### src/rtl/cram_diag_loader.sv
// ---------------------------------------------------------------------------
// cram_diag_loader
//
// Diagnostic CRAM writer. It sits directly upstream of CRAM storage and is the
// second source of microword address/data alongside CRADR. The front end
// assembles one microword from three EBUS diagnostic transfers, sets a load
// address, and issues a commit. Each commit produces a one-cycle CRAM write,
// and the address then auto-increments so microcode can be streamed while the
// EBOX clock is otherwise stopped.
//
// Optional feature (compile-time macro CRAM_DIAG_VERIFY_EN):
//   When defined, every write is followed by one VERIFY cycle that compares
//   cramRdData against the word just written and sets verifyErr on mismatch.
//   When undefined, there is no VERIFY state, verifyErr is tied low and
//   cramRdData is not used.
//
// Parameters
//   CRAM_WIDTH  microword width in bits (73..108)
//   ADR_WIDTH   CRAM address width; the 051/052 field mapping fills bits 10..0
//
// Ports
//   eboxClk     in   EBOX clock, rising edge
//   eboxResetN  in   asynchronous active-low reset
//   diagStrobe  in   one-cycle qualifier for diagFunc/EBUS
//   diagFunc    in   [0:8] diagnostic function code (octal codes 040..052)
//   EBUS        in   [0:35] diagnostic data, bit 0 is the MSB
//   cramRdData  in   CRAM read data for cramWrAdr, 1-cycle latency
//   cramWrEn    out  one-cycle CRAM write strobe
//   cramWrAdr   out  write/load address
//   cramWrData  out  assembled microword
//   loaderBusy  out  write (or verify) in progress
//   seqErr      out  sticky: commit with chunks missing
//   overrunErr  out  sticky: function strobed while busy
//   verifyErr   out  sticky: readback mismatch
// ---------------------------------------------------------------------------
module cram_diag_loader #(
  parameter int unsigned CRAM_WIDTH = 84,
  parameter int unsigned ADR_WIDTH  = 11
) (
  input  logic                  eboxClk,
  input  logic                  eboxResetN,
  input  logic                  diagStrobe,
  input  logic [0:8]            diagFunc,
  input  logic [0:35]           EBUS,
  input  logic [CRAM_WIDTH-1:0] cramRdData,
  output logic                  cramWrEn,
  output logic [ADR_WIDTH-1:0]  cramWrAdr,
  output logic [CRAM_WIDTH-1:0] cramWrData,
  output logic                  loaderBusy,
  output logic                  seqErr,
  output logic                  overrunErr,
  output logic                  verifyErr
);

  localparam int unsigned LOW_BITS = CRAM_WIDTH - 72;

  localparam logic [8:0] FN_LOAD_HI  = 9'o040;
  localparam logic [8:0] FN_LOAD_MID = 9'o041;
  localparam logic [8:0] FN_LOAD_LOW = 9'o042;
  localparam logic [8:0] FN_COMMIT   = 9'o043;
  localparam logic [8:0] FN_CLEAR    = 9'o044;
  localparam logic [8:0] FN_ADR_LOW  = 9'o051;
  localparam logic [8:0] FN_ADR_HIGH = 9'o052;

  typedef enum logic [1:0] {
    S_IDLE,
    S_WRITE,
    S_VERIFY
  } state_t;

  state_t     state;
  logic [2:0] chunk_mask;
  logic       fn_clear;
  logic       mask_full;

  assign fn_clear  = diagStrobe && (diagFunc == FN_CLEAR);
  assign mask_full = (chunk_mask == 3'b111);

`ifndef CRAM_DIAG_VERIFY_EN
  logic unused_rd_data;

  assign unused_rd_data = ^cramRdData;
  assign verifyErr      = 1'b0;
`endif

  always_ff @(posedge eboxClk or negedge eboxResetN) begin
    if (!eboxResetN) begin
      state      <= S_IDLE;
      chunk_mask <= '0;
      cramWrEn   <= 1'b0;
      cramWrAdr  <= '0;
      cramWrData <= '0;
      loaderBusy <= 1'b0;
      seqErr     <= 1'b0;
      overrunErr <= 1'b0;
`ifdef CRAM_DIAG_VERIFY_EN
      verifyErr  <= 1'b0;
`endif
    end else begin
      // CLEAR is honoured in every state, even while busy; any other strobe
      // while busy is dropped and flagged as an overrun.
      if (fn_clear) begin
        seqErr     <= 1'b0;
        overrunErr <= 1'b0;
        chunk_mask <= '0;
`ifdef CRAM_DIAG_VERIFY_EN
        verifyErr  <= 1'b0;
`endif
      end else if (diagStrobe && (state != S_IDLE)) begin
        overrunErr <= 1'b1;
      end

      case (state)
        S_IDLE: begin
          if (diagStrobe) begin
            case (diagFunc)
              FN_LOAD_HI: begin
                cramWrData[CRAM_WIDTH-1 -: 36] <= EBUS;
                chunk_mask[0]                  <= 1'b1;
              end
              FN_LOAD_MID: begin
                cramWrData[CRAM_WIDTH-37 -: 36] <= EBUS;
                chunk_mask[1]                   <= 1'b1;
              end
              FN_LOAD_LOW: begin
                // Only the leading EBUS bits carry the short low chunk.
                cramWrData[LOW_BITS-1:0] <= EBUS[0:LOW_BITS-1];
                chunk_mask[2]            <= 1'b1;
              end
              FN_ADR_LOW: begin
                cramWrAdr[5:0] <= EBUS[0:5];
              end
              FN_ADR_HIGH: begin
                cramWrAdr[10:6] <= EBUS[1:5];
              end
              FN_COMMIT: begin
                if (mask_full) begin
                  state      <= S_WRITE;
                  cramWrEn   <= 1'b1;
                  loaderBusy <= 1'b1;
                end else begin
                  seqErr <= 1'b1;
                end
              end
              default: begin
              end
            endcase
          end
        end

        S_WRITE: begin
          cramWrEn   <= 1'b0;
          chunk_mask <= '0;
`ifdef CRAM_DIAG_VERIFY_EN
          // Address stays on the written word so the readback lines up.
          state <= S_VERIFY;
`else
          state      <= S_IDLE;
          loaderBusy <= 1'b0;
          cramWrAdr  <= cramWrAdr + ADR_WIDTH'(1);
`endif
        end

`ifdef CRAM_DIAG_VERIFY_EN
        S_VERIFY: begin
          state      <= S_IDLE;
          loaderBusy <= 1'b0;
          cramWrAdr  <= cramWrAdr + ADR_WIDTH'(1);
          if (cramRdData != cramWrData) begin
            verifyErr <= 1'b1;
          end
        end
`endif

        default: begin
          state      <= S_IDLE;
          cramWrEn   <= 1'b0;
          loaderBusy <= 1'b0;
        end
      endcase
    end
  end

endmodule

### config.mk
export PLATFORM = sky130hd
export DESIGN_NAME = cram_diag_loader
export DESIGN_NICKNAME = d
export VERILOG_FILES = /design/src/rtl/cram_diag_loader.sv
export SDC_FILE = /design/constraint.sdc
export NUM_CORES = 1
export LEC_CHECK = 0
export ABC_AREA = 1
export BUFFER_PORTS_ARGS = -buffer_cell sky130_fd_sc_hd__buf_4
export CORE_MARGIN = 10
export CORE_UTILIZATION = 49
export CTS_CLUSTER_SIZE = 40
export DETAILED_ROUTE_END_ITERATION = 8
export PLACE_DENSITY_LB_ADDON = 0.3
export SLEW_MARGIN = 20
export SYNTH_ARGS = -nofsm -noshare
export SYNTH_HDL_FRONTEND = slang
export SYNTH_SLANG_ARGS = --single-unit
### constraint.sdc
create_clock -name eboxClk -period 2.1 [get_ports eboxClk]
set_input_delay 0.21 -clock eboxClk [delete_from_list [all_inputs] [get_ports eboxClk]]
set_output_delay 0.21 -clock eboxClk [all_outputs]
set_load 0.005 [all_outputs]
==> metrics, run 1 <==
status finished clean; Worst-Skew Late Latency 0.35 ns; pwr/cell area 640 nW/um^2; share of cells above drive strength 1 37.0%; hold path startpoint EBUS[23]; DRC errors left 0; Hold WS 0.107 ns; Initial Util between 50% and 60%; wire per inst 15.5 microns; CP endpoint kind flip-flop; number of enable flip-flop cells after synthesis 0; slowest cell on the critical path dfrtp_1; CTS tree done; max-slew violation count 0; total power roughly 3.7 mW; RSZ-0062 raised after global routing no; core area 8850 sq um; Sw Pwr 949 uW; top_reg_cell synth dfrtp_1; CP peak stage delay 0.44 ns; synth top area cells dfrtp_1 56%, nand2_1 10%, o21ai_2 9.3%; Pleak 3.18 nW; min Tclk post-route 1.61 ns; Chip Width 116 microns; clk_skew 0.0103 ns; Iter 0 DRT Violations 205; # H-tree levels 3; Crit Path Class flip-flop to flip-flop; CTS clock-pin slew for the worst setup and hold paths 0.11 ns; gr usage total 16.9%; reg2reg end cramWrData[48]$_DFFE_PN0P_; CP bufs+invs 4; Critical Path Fanout Max 42; Clock Power Share 35.2%; vias per inst about 5; first-pass GRT wire length 18400 microns; peak supply drop 0.367 mV; Fillers 742; CP dominant cell by count nand2_1; grt ovf 0; row count 34; Sw Share about a quarter; die area around 13000 sq um; YS warnings 0; Seq pwr share 54.7%; Synth Net Count around 610; final hold viol count 0; area of the multi-input gates between 1500 and 2000 sq um; Int Power ~2.8 mW; drt total wl ~11000 microns; dpl hpwl approximately 8500 microns; number of buffers on the longest clock path 2; Cell Chain, Critical Path inv_6 > nand2_1 > inv_1 > nand2_2 > inv_2 > nand2_4 > buf_4 > nand2_1 > o21ai_2; clock sinks just over 100; ANT nets after route 0; post-synthesis cell area 4520 sq um; #FFs+latches synth 101; Reg2Reg Launch Point loaderBusy$_DFFE_PN0P_; Reg2Reg Depth 9; PortBufs approximately 150; via count 3659; Num CTS Buffers 9; Final period util 76.6%; f_max roughly 0.62 GHz; die height 116 microns; CP arrival 1.84 ns; R2R setup slack about 0.49 ns; Synth top area share between 50% and 60%; I/O pin total roughly 230; nets@finish 750; Yosys cell types 31; combinational cell fraction of total power 10.1%; async set-reset flop share out of synthesis 100%; initial antenna violation count 0; Setup Buffers After CTS 0; synthesized area per cell 9.51 sq um; hold depth 3; maxcap violations 0; Final GP Congestion 0.880; largest net degree at the start of global routing 74; ANT cells 0; post-synthesis sequential area ratio 55.9%; cell family with most CP delay buffers and inverters; Hold EP cramWrData[24]$_DFFE_PN0P_; Layout area overhead 29.3%; TritonRoute pass-1 iters 4; setup TNS 0 ns; CP startpoint kind flip-flop; vias in the first global route 3701; # setup viols final 0; Hold Crit Class input pin to flip-flop; Worst Path Required 2.33 ns; final design utilization 66.0%; Yosys top cell by area dfrtp_1; Gate Count Post-Synth 475; CTS root buf clkbuf_8; post-CTS sizing 0; Reg area 2530 sq um
## cells in the final DEF, fill, tap and decap left out, types with 4 or more instances in the layout
master,n
o21bai_1,4
o21ai_0,18
clkbuf_8,10
buf_4,151
nand4_1,6
nand3_1,32
o21ai_2,48
o21ai_1,24
inv_1,55
nand2_1,125
dfrtp_1,101
nor2_1,16
## flip-flops by register name, summed over array words and instances, names as in the netlist
register	flops
cramWrAdr	11
overrunErr	1
seqErr	1
chunk_mask	3
cramWrData	84
loaderBusy	1
## layer usage
layer	up-vias	wire, microns	track usage [%]	share of wire (%)
li1	1802	-	-	-
met1	1713	5070	22.0	45
met2	132	5120	26.4	45
met3	12	981	5.43	8.7
met4	0	135	4.92	1.2
met5	-	0	0	0
## layout make-up
cell class / count / area share, %
flip-flops and latches: 101 / 43.3
multi-input cells: 294 / 26.8
repair buffers: 154 / 20.3
inverters: 57 / 3.75
clock buffers: 10 / 2.36
well taps: 108 / 2.31
clock inverters: 6 / 1.31
## worst max-delay path by stage
stage	start	endpoint	depth (start not counted)
global route	loaderBusy$_DFFE_PN0P_	cramWrData[59]$_DFFE_PN0P_	9
global placement	diagFunc[1]	cramWrData[81]$_DFFE_PN0P_	8
detailed placement	diagFunc[1]	cramWrData[48]$_DFFE_PN0P_	8
floorplan	loaderBusy$_DFFE_PN0P_	cramWrData[50]$_DFFE_PN0P_	10
finish	loaderBusy$_DFFE_PN0P_	cramWrData[48]$_DFFE_PN0P_	9
CTS	loaderBusy$_DFFE_PN0P_	cramWrData[48]$_DFFE_PN0P_	9
## logic make-up (layout without fill, tap and decap cells)
group,Yosys count,count (layout),share of synthesized area (%)
compound gates,95,95,14.7
xor+xnor,1,1,0.194
fa+ha+maj,1,1,0.277
buf+inv,80,227,9.47
flops,101,101,55.9
other cells,1,1,0.0830
simple gates,196,196,19.3
## timing repair
item                                    CTS  global route
endpoints found under the setup margin    0             0
hold buffers                              1             0
endpoints found under the hold margin    31             0
## per-stage QoR
stage	worst slack, ns	instance area (sq um)	cells
global placement	0.531	5620	713
detailed placement	0.493	5620	713
CTS	0.498	5840	730
floorplan	0.705	4520	475
finish	0.491	5840	730
global route	0.319	5840	730
## cells in the mapped netlist, types with 2 or more instances
library cell / instances
nand2_1: 125
dfrtp_1: 101
inv_1: 55
o21ai_2: 48
nand3_1: 32
o21ai_1: 24
o21ai_0: 18
nor2_1: 16
buf_6: 14
nand4_1: 6
buf_4: 4
o21bai_1: 4
clkbuf_1: 3
nand2_4: 3
nor3_1: 3
nand2_2: 2
nor2_4: 2
nor4_1: 2
## worst reg2reg max path: cells and delay by family (launching register included)
family	cells	cell delay [ns]
AND/OR/NAND/NOR	4	0.36
buffers and inverters	4	0.63
flip-flops	1	0.44
AO/OA/AOI/OAI	1	0.06
## power groups by stage
stage | clock network, mW | registers [mW] | logic [mW]
4_1_cts | 1.34 | 2.05 | 0.389
6_report | 1.31 | 2.05 | 0.379
3_5_place_dp | 0 | 2.08 | 0.386
2_1_floorplan | 0 | 2.08 | 0.148
3_3_place_gp | 0 | 2.08 | 0.375
5_1_grt | 1.41 | 2.06 | 0.429
(Power assumes the default switching activity.)
==> run 2: changes to the inputs <==
ABC_AREA = 0   (was 1)
CORE_UTILIZATION = 44   (was 49)
clock period = 1.5 ns   (was 2.1 ns; I/O delays follow)
==> metrics, run 2 <==
Reg2Reg Launch Point loaderBusy$_DFFE_PN0P_; Layout area overhead 42.7%; Iter 0 DRT Violations 81 (-60%); area of the multi-input gates 1560 sq um (about the same); pwr/cell area 904 nW/um^2 (+41%); synthesized area per cell 14.7 sq um (+54%); Final GP Congestion 0.780 (-11%); Reg2Reg Depth 5 (-4); die area 13700 sq um (+2.0%); Synth Net Count 416 (-32%); Top reg by flops cramWrData; number of buffers on the longest clock path 2 (unchanged); max-slew violation count 0 (unchanged); dpl hpwl 8280 microns (-2.8%); Crit Path Class flip-flop to flip-flop; multiplexer share of the synthesized area 25.4% (+25 points); CP endpoint kind flip-flop; PortBufs 146 (unchanged); peak supply drop 0.697 mV (+90%); top cells by count, synth 101 x dfrtp_1, 84 x mux2_2, 11 x mux2i_1; Largest register FFs 84 (unchanged); Chip Width 117 microns (+0.98%); Worst-Skew Late Latency 0.36 ns (about the same); Reg area 2530 sq um (about the same); CTS root buf clkbuf_8; Critical Path Fanout Max 10 (-76%); clk_skew 0.0148 ns (+0.00444 ns); wire per inst 18.7 microns (+21%); status finished clean; # setup viols final 0 (unchanged); Yosys top cell by area dfrtp_1; async set-reset flop share out of synthesis 100% (unchanged); gr usage total 15.7% (-1.2 points); ANT nets after route 0 (unchanged); CTS clock-pin slew for the worst setup and hold paths 0.10 ns (about the same); initial antenna violation count 0 (unchanged); clock sinks 101 (unchanged); CTS tree done; leading registers by flop count cramWrData (84), cramWrAdr (11), chunk_mask (3); first-pass GRT wire length 16700 microns (-9.6%); count leader, synth dfrtp_1; Hold Crit Class input pin to flip-flop; Sw Pwr 1.19 mW (+25%); vias in the first global route 3244 (-12%); complex-gate fraction of the synthesized area 3.16% (-12 points); Sw Share 22.1% (-3.2 points); Gate Count Post-Synth 283 (-40%); CP arrival 1.74 ns (-0.10 ns); row count 35 (+2.9%); Seq pwr share 52.9% (-1.8 points); ANT cells 0 (unchanged); Int Power 4.17 mW (+50%); core area 9200 sq um (+3.9%); share of cells above drive strength 1 63.4% (+26 points); final hold viol count 0 (unchanged); # H-tree levels 3 (unchanged); post-synthesis sequential area ratio 60.8% (+4.9 points); Simple-Gate Fraction of Synth Area 6.72% (-13 points); CP startpoint kind flip-flop; synth top area cells dfrtp_1 61%, mux2_2 23%, mux2i_1 2.7%; top_reg_cell synth dfrtp_1; YS warnings 0 (unchanged); f_max 0.670 GHz (+7.8%); commonest cells after routing, fill and taps aside 173 x buf_4, 100 x dfrtp_1, 84 x mux2_2; Final period util 99.5% (+23 points); grt ovf 0 (unchanged); die height 117 microns (+0.98%); RSZ-0062 raised after global routing yes; TritonRoute pass-1 iters 4 (unchanged); largest family of logic cells by synthesized area multiplexers; Initial Util 45.2% (-5.9 points); Num CTS Buffers 9 (unchanged); #FFs+latches synth 101 (unchanged); min Tclk post-route 1.49 ns (-0.117 ns); setup TNS 0 ns (unchanged); worst setup margin 0.00791 ns (-0.483 ns); via count 2938 (-20%); I/O pin total 232 (unchanged); Worst Path Required 1.74 ns (-0.59 ns); adder-cell share of the synthesized area 0.301% (+0.024 points); vias per inst 5.10 (+1.8%); Synth top area share 60.8% (+4.9 points); largest net degree at the start of global routing 54 (-27%); nets@finish 594 (-21%); post-synthesis cell area 4150 sq um (-8.1%); Fillers 729 (-1.8%); number of enable flip-flop cells after synthesis 0 (unchanged); Hold EP cramWrData[30]$_DFFE_PN0P_; maxcap violations 0 (unchanged); Pleak 3.21 nW (+0.83%); hold path startpoint EBUS[17]; R2R setup slack 0.008 ns (-0.48 ns); combinational cell fraction of total power 8.7% (-1.4 points); Setup WS pre-CTS -0.360 ns (-0.853 ns); Clock Power Share 38.3% (+3.1 points); DRC errors left 0 (unchanged); Yosys cell types 45 (+45%); hold depth 2 (-1); commonest non-fill, non-tap cell in the layout buf_4; drt total wl 10800 microns (-4.5%); post-synthesis share of cell area spent on xor and xnor gates 1.05% (+0.86 points); reg2reg end cramWrData[43]$_DFFE_PN0P_
-- run 2: cell types whose count changed after synthesis, moves of 13 or more --
| cell | change |
|---|---|
| nand2_1 | -119 |
| mux2_2 | +84 |
| inv_1 | -50 |
| o21ai_2 | -48 |
| nand3_1 | -27 |
| o21ai_1 | -24 |
| o21ai_0 | -16 |
| buf_6 | -13 |
-- run 2: repair_timing --
action / 4_1_cts / 5_1_grt
setup buffers: 2 / 1
hold buffers: 1 / 0
gates cloned: 0 / 0
gates resized for setup: 2 / 2
endpoints found under the hold margin: 101 / 0
pin swaps: 2 / 2
endpoints found under the setup margin: 47 / 9
-- run 2: worst max-delay path by stage --
stage                                       from  depth (start not counted)  slack, ns                          to
after global routing      loaderBusy$_DFFE_PN0P_                          5      -0.04  cramWrData[70]$_DFFE_PN0P_
after floorplan                      diagFunc[4]                          5      -0.31    cramWrAdr[9]$_DFFE_PN0P_
after CTS                            diagFunc[4]                          4       0.02    cramWrAdr[9]$_DFFE_PN0P_
final                     loaderBusy$_DFFE_PN0P_                          5      0.008  cramWrData[43]$_DFFE_PN0P_
after detailed placement             diagFunc[4]                          4      -0.36    cramWrAdr[9]$_DFFE_PN0P_
after global placement               diagFunc[4]                          4      -0.35    cramWrAdr[9]$_DFFE_PN0P_
-- run 2: kinds of logic (layout without fill, tap and decap cells) --
kind of cell,Yosys count,count (layout)
simple gates,42,42
compound gates,18,18
xor+xnor,5,5
flops,101,101
buf+inv,20,202
fa+ha+maj,1,1
other cells,1,1
mux,95,95
-- run 2: cell type report --
cell class | instances | share of cell area [%]
flip-flops and latches | 101 | 42.7
multi-input cells | 162 | 26.3
repair buffers | 181 | 24.3
well taps | 111 | 2.34
clock buffers | 10 | 2.15
clock inverters | 5 | 1.82
inverters | 6 | 0.380
-- run 2: metrics by stage --
| stage | utilization [%] | power (mW) | instance area, sq um | hold slack (ns) | cells |
|---|---|---|---|---|---|
| 2_1_floorplan | - | 3.00 | 4250 | -0.146 | 283 |
| 3_3_place_gp | 61.4 | 3.35 | 5650 | -0.00304 | 557 |
| 3_5_place_dp | 61.4 | 3.37 | 5650 | -0.00469 | 557 |
| 4_1_cts | 64.3 | 5.39 | 5910 | 0.00598 | 575 |
| 5_1_grt | 64.4 | 5.57 | 5930 | 0.00426 | 576 |
| 6_report | 64.4 | 5.36 | 5930 | 0.0167 | 576 |
-- run 2: worst max-delay path, cell delays in order, from the launching register on --
cell     delay, ns
dfrtp_2       0.44
nor3_4        0.22
buf_6         0.14
nand4_4       0.08
buf_4         0.21
mux2_2        0.28
-- run 2: power groups by stage --
stage                     combinational [mW]  sequential, mW  clock (mW)
after floorplan                        0.102            2.90           0
after global placement                 0.460            2.89           0
after detailed placement               0.474            2.89           0
after CTS                              0.479            2.84        2.08
after global routing                   0.518            2.85        2.20
final                                  0.469            2.84        2.05
-- run 2: metal layers --
metal | track usage, % | vias to the layer above | share of wire (%)
li1 | - | 1366 | -
met1 | 17.2 | 1458 | 39
met2 | 26.3 | 101 | 49
met3 | 7.44 | 13 | 11
met4 | 5.19 | 0 | 1.1
met5 | 0 | - | 0
==> run 3: changes to the inputs <==
MAX_ROUTING_LAYER = met4   (was default)
==> metrics, run 3 (same netlist as run 2, synthesis figures left out) <==
# H-tree levels 3 (unchanged); DRC errors left 0 (unchanged); hold depth 2 (unchanged); max-slew violation count 0 (unchanged); vias per inst 5.13 (+0.54%); hold path startpoint EBUS[17]; Crit Path Class flip-flop to flip-flop; initial antenna violation count 0 (unchanged); RSZ-0062 raised after global routing yes; R2R setup slack 0.007 ns (about the same); die area 13700 sq um (unchanged); final design utilization 64.4% (unchanged); Final period util 99.5% (about the same); vias in the first global route 3274 (+0.92%); Iter 0 DRT Violations 67 (-17%); Largest register FFs 84 (unchanged); CTS root buf clkbuf_8; wire per inst 18.7 microns (-0.10%); Chip Width 117 microns (unchanged); Post-DP Area 5650 sq um (unchanged); reg2reg end cramWrData[43]$_DFFE_PN0P_; clock sinks 101 (unchanged); CTS clock-pin slew for the worst setup and hold paths 0.10 ns (about the same); Final Instance Area 5930 sq um (unchanged); status finished clean; commonest non-fill, non-tap cell in the layout buf_4; commonest cells after routing, fill and taps aside 173 x buf_4, 100 x dfrtp_1, 84 x mux2_2; row count 35 (unchanged); Initial Util 45.2% (unchanged); CTS tree done; Fillers 729 (unchanged); grt ovf 0 (unchanged); Layout area overhead 42.7% (unchanged); number of buffers on the longest clock path 2 (unchanged); Final GP Congestion 0.791 (+1.4%); Hold EP cramWrData[30]$_DFFE_PN0P_; PortBufs 146 (unchanged); I/O pin total 232 (unchanged); CP arrival 1.73 ns (about the same); CP startpoint kind flip-flop; Hold Crit Class input pin to flip-flop; worst setup margin 0.00704 ns (-0.000869 ns); leading registers by flop count cramWrData (84), cramWrAdr (11), chunk_mask (3); Reg2Reg Depth 5 (unchanged); # setup viols final 0 (unchanged); share of cells above drive strength 1 63.4% (unchanged); Setup WS pre-CTS -0.360 ns (unchanged); f_max 0.670 GHz (about the same); Top reg by flops cramWrData; nets@finish 594 (unchanged); dpl hpwl 8280 microns (unchanged); Worst Path Required 1.74 ns (about the same); via count 2954 (+0.54%); CP endpoint kind flip-flop; TritonRoute pass-1 iters 4 (unchanged); drt total wl 10800 microns (-0.10%); core area 9200 sq um (unchanged); ANT cells 0 (unchanged); Worst-Skew Late Latency 0.36 ns (about the same); setup TNS 0 ns (unchanged); Num CTS Buffers 9 (unchanged); die height 117 microns (unchanged); maxcap violations 0 (unchanged); Reg2Reg Launch Point loaderBusy$_DFFE_PN0P_; pwr/cell area 903 nW/um^2 (-0.14%); gr usage total 16.1% (+0.41 points); peak supply drop 0.695 mV (-0.38%); min Tclk post-route 1.49 ns (+0.000869 ns); Pleak 3.21 nW (unchanged); Critical Path Fanout Max 10 (unchanged); first-pass GRT wire length 16600 microns (-0.50%); final hold viol count 0 (unchanged); largest net degree at the start of global routing 54 (unchanged); ANT nets after route 0 (unchanged); clk_skew 0.0152 ns (+0.000393 ns)
-- run 3: worst max path at each step --
stage,start,endpoint,cells after the start
2_1_floorplan,diagFunc[4],cramWrAdr[9]$_DFFE_PN0P_,5
3_3_place_gp,diagFunc[4],cramWrAdr[9]$_DFFE_PN0P_,4
3_5_place_dp,diagFunc[4],cramWrAdr[9]$_DFFE_PN0P_,4
4_1_cts,diagFunc[4],cramWrAdr[9]$_DFFE_PN0P_,4
5_1_grt,loaderBusy$_DFFE_PN0P_,cramWrData[70]$_DFFE_PN0P_,5
6_report,loaderBusy$_DFFE_PN0P_,cramWrData[43]$_DFFE_PN0P_,5
-- run 3: repair_timing --
| item | 4_1_cts | 5_1_grt |
|---|---|---|
| buffers inserted | 2 | 1 |
| endpoints found under the hold margin | 101 | 0 |
| gates resized for setup | 2 | 2 |
| endpoints found under the setup margin | 47 | 9 |
| pin swaps | 2 | 2 |
| hold buffers | 1 | 0 |
| cloned | 0 | 0 |
-- run 3: power breakdown --
group	switching, mW	total, mW	internal, mW	leakage [nW]
clock network	0.936	2.05	1.11	0.117
registers	0.0413	2.84	2.80	1.37
logic	0.201	0.469	0.268	1.72
total	1.18	5.35	4.17	3.21
-- run 3: worst max-delay path, cell delays in order, from the launching register on --
cell     delay, ns
dfrtp_2       0.44
nor3_4        0.22
buf_6         0.14
nand4_4       0.08
buf_4         0.21
mux2_2        0.28
-- run 3: stage by stage --
step | total power, mW | hold WS, ns | std cells
3_3_place_gp | 3.35 | -0.00304 | 557
6_report | 5.35 | 0.0212 | 576
3_5_place_dp | 3.37 | -0.00469 | 557
2_1_floorplan | 3.00 | -0.146 | 283
5_1_grt | 5.57 | 0.00667 | 576
4_1_cts | 5.39 | 0.00598 | 575
-- run 3: area by class of cell --
type / count / area [sq um] / share of cell area, %
flip-flops and latches: 101 / 2530 / 42.7
clock buffers: 10 / 128 / 2.15
inverters: 6 / 22.5 / 0.380
repair buffers: 181 / 1440 / 24.3
clock inverters: 5 / 108 / 1.82
well taps: 111 / 139 / 2.34
multi-input cells: 162 / 1560 / 26.3
-- run 3: metal layers --
metal  share of wire, %  wire length, microns  up-vias  track usage (%)
met1                 41                  4440     1478             18.3
li1                   -                     -     1361                -
met3                7.9                   847       14             5.40
met4                1.2                   129        0             5.19
met2                 50                  5360      101             26.3
met5                  0                     0        -                -
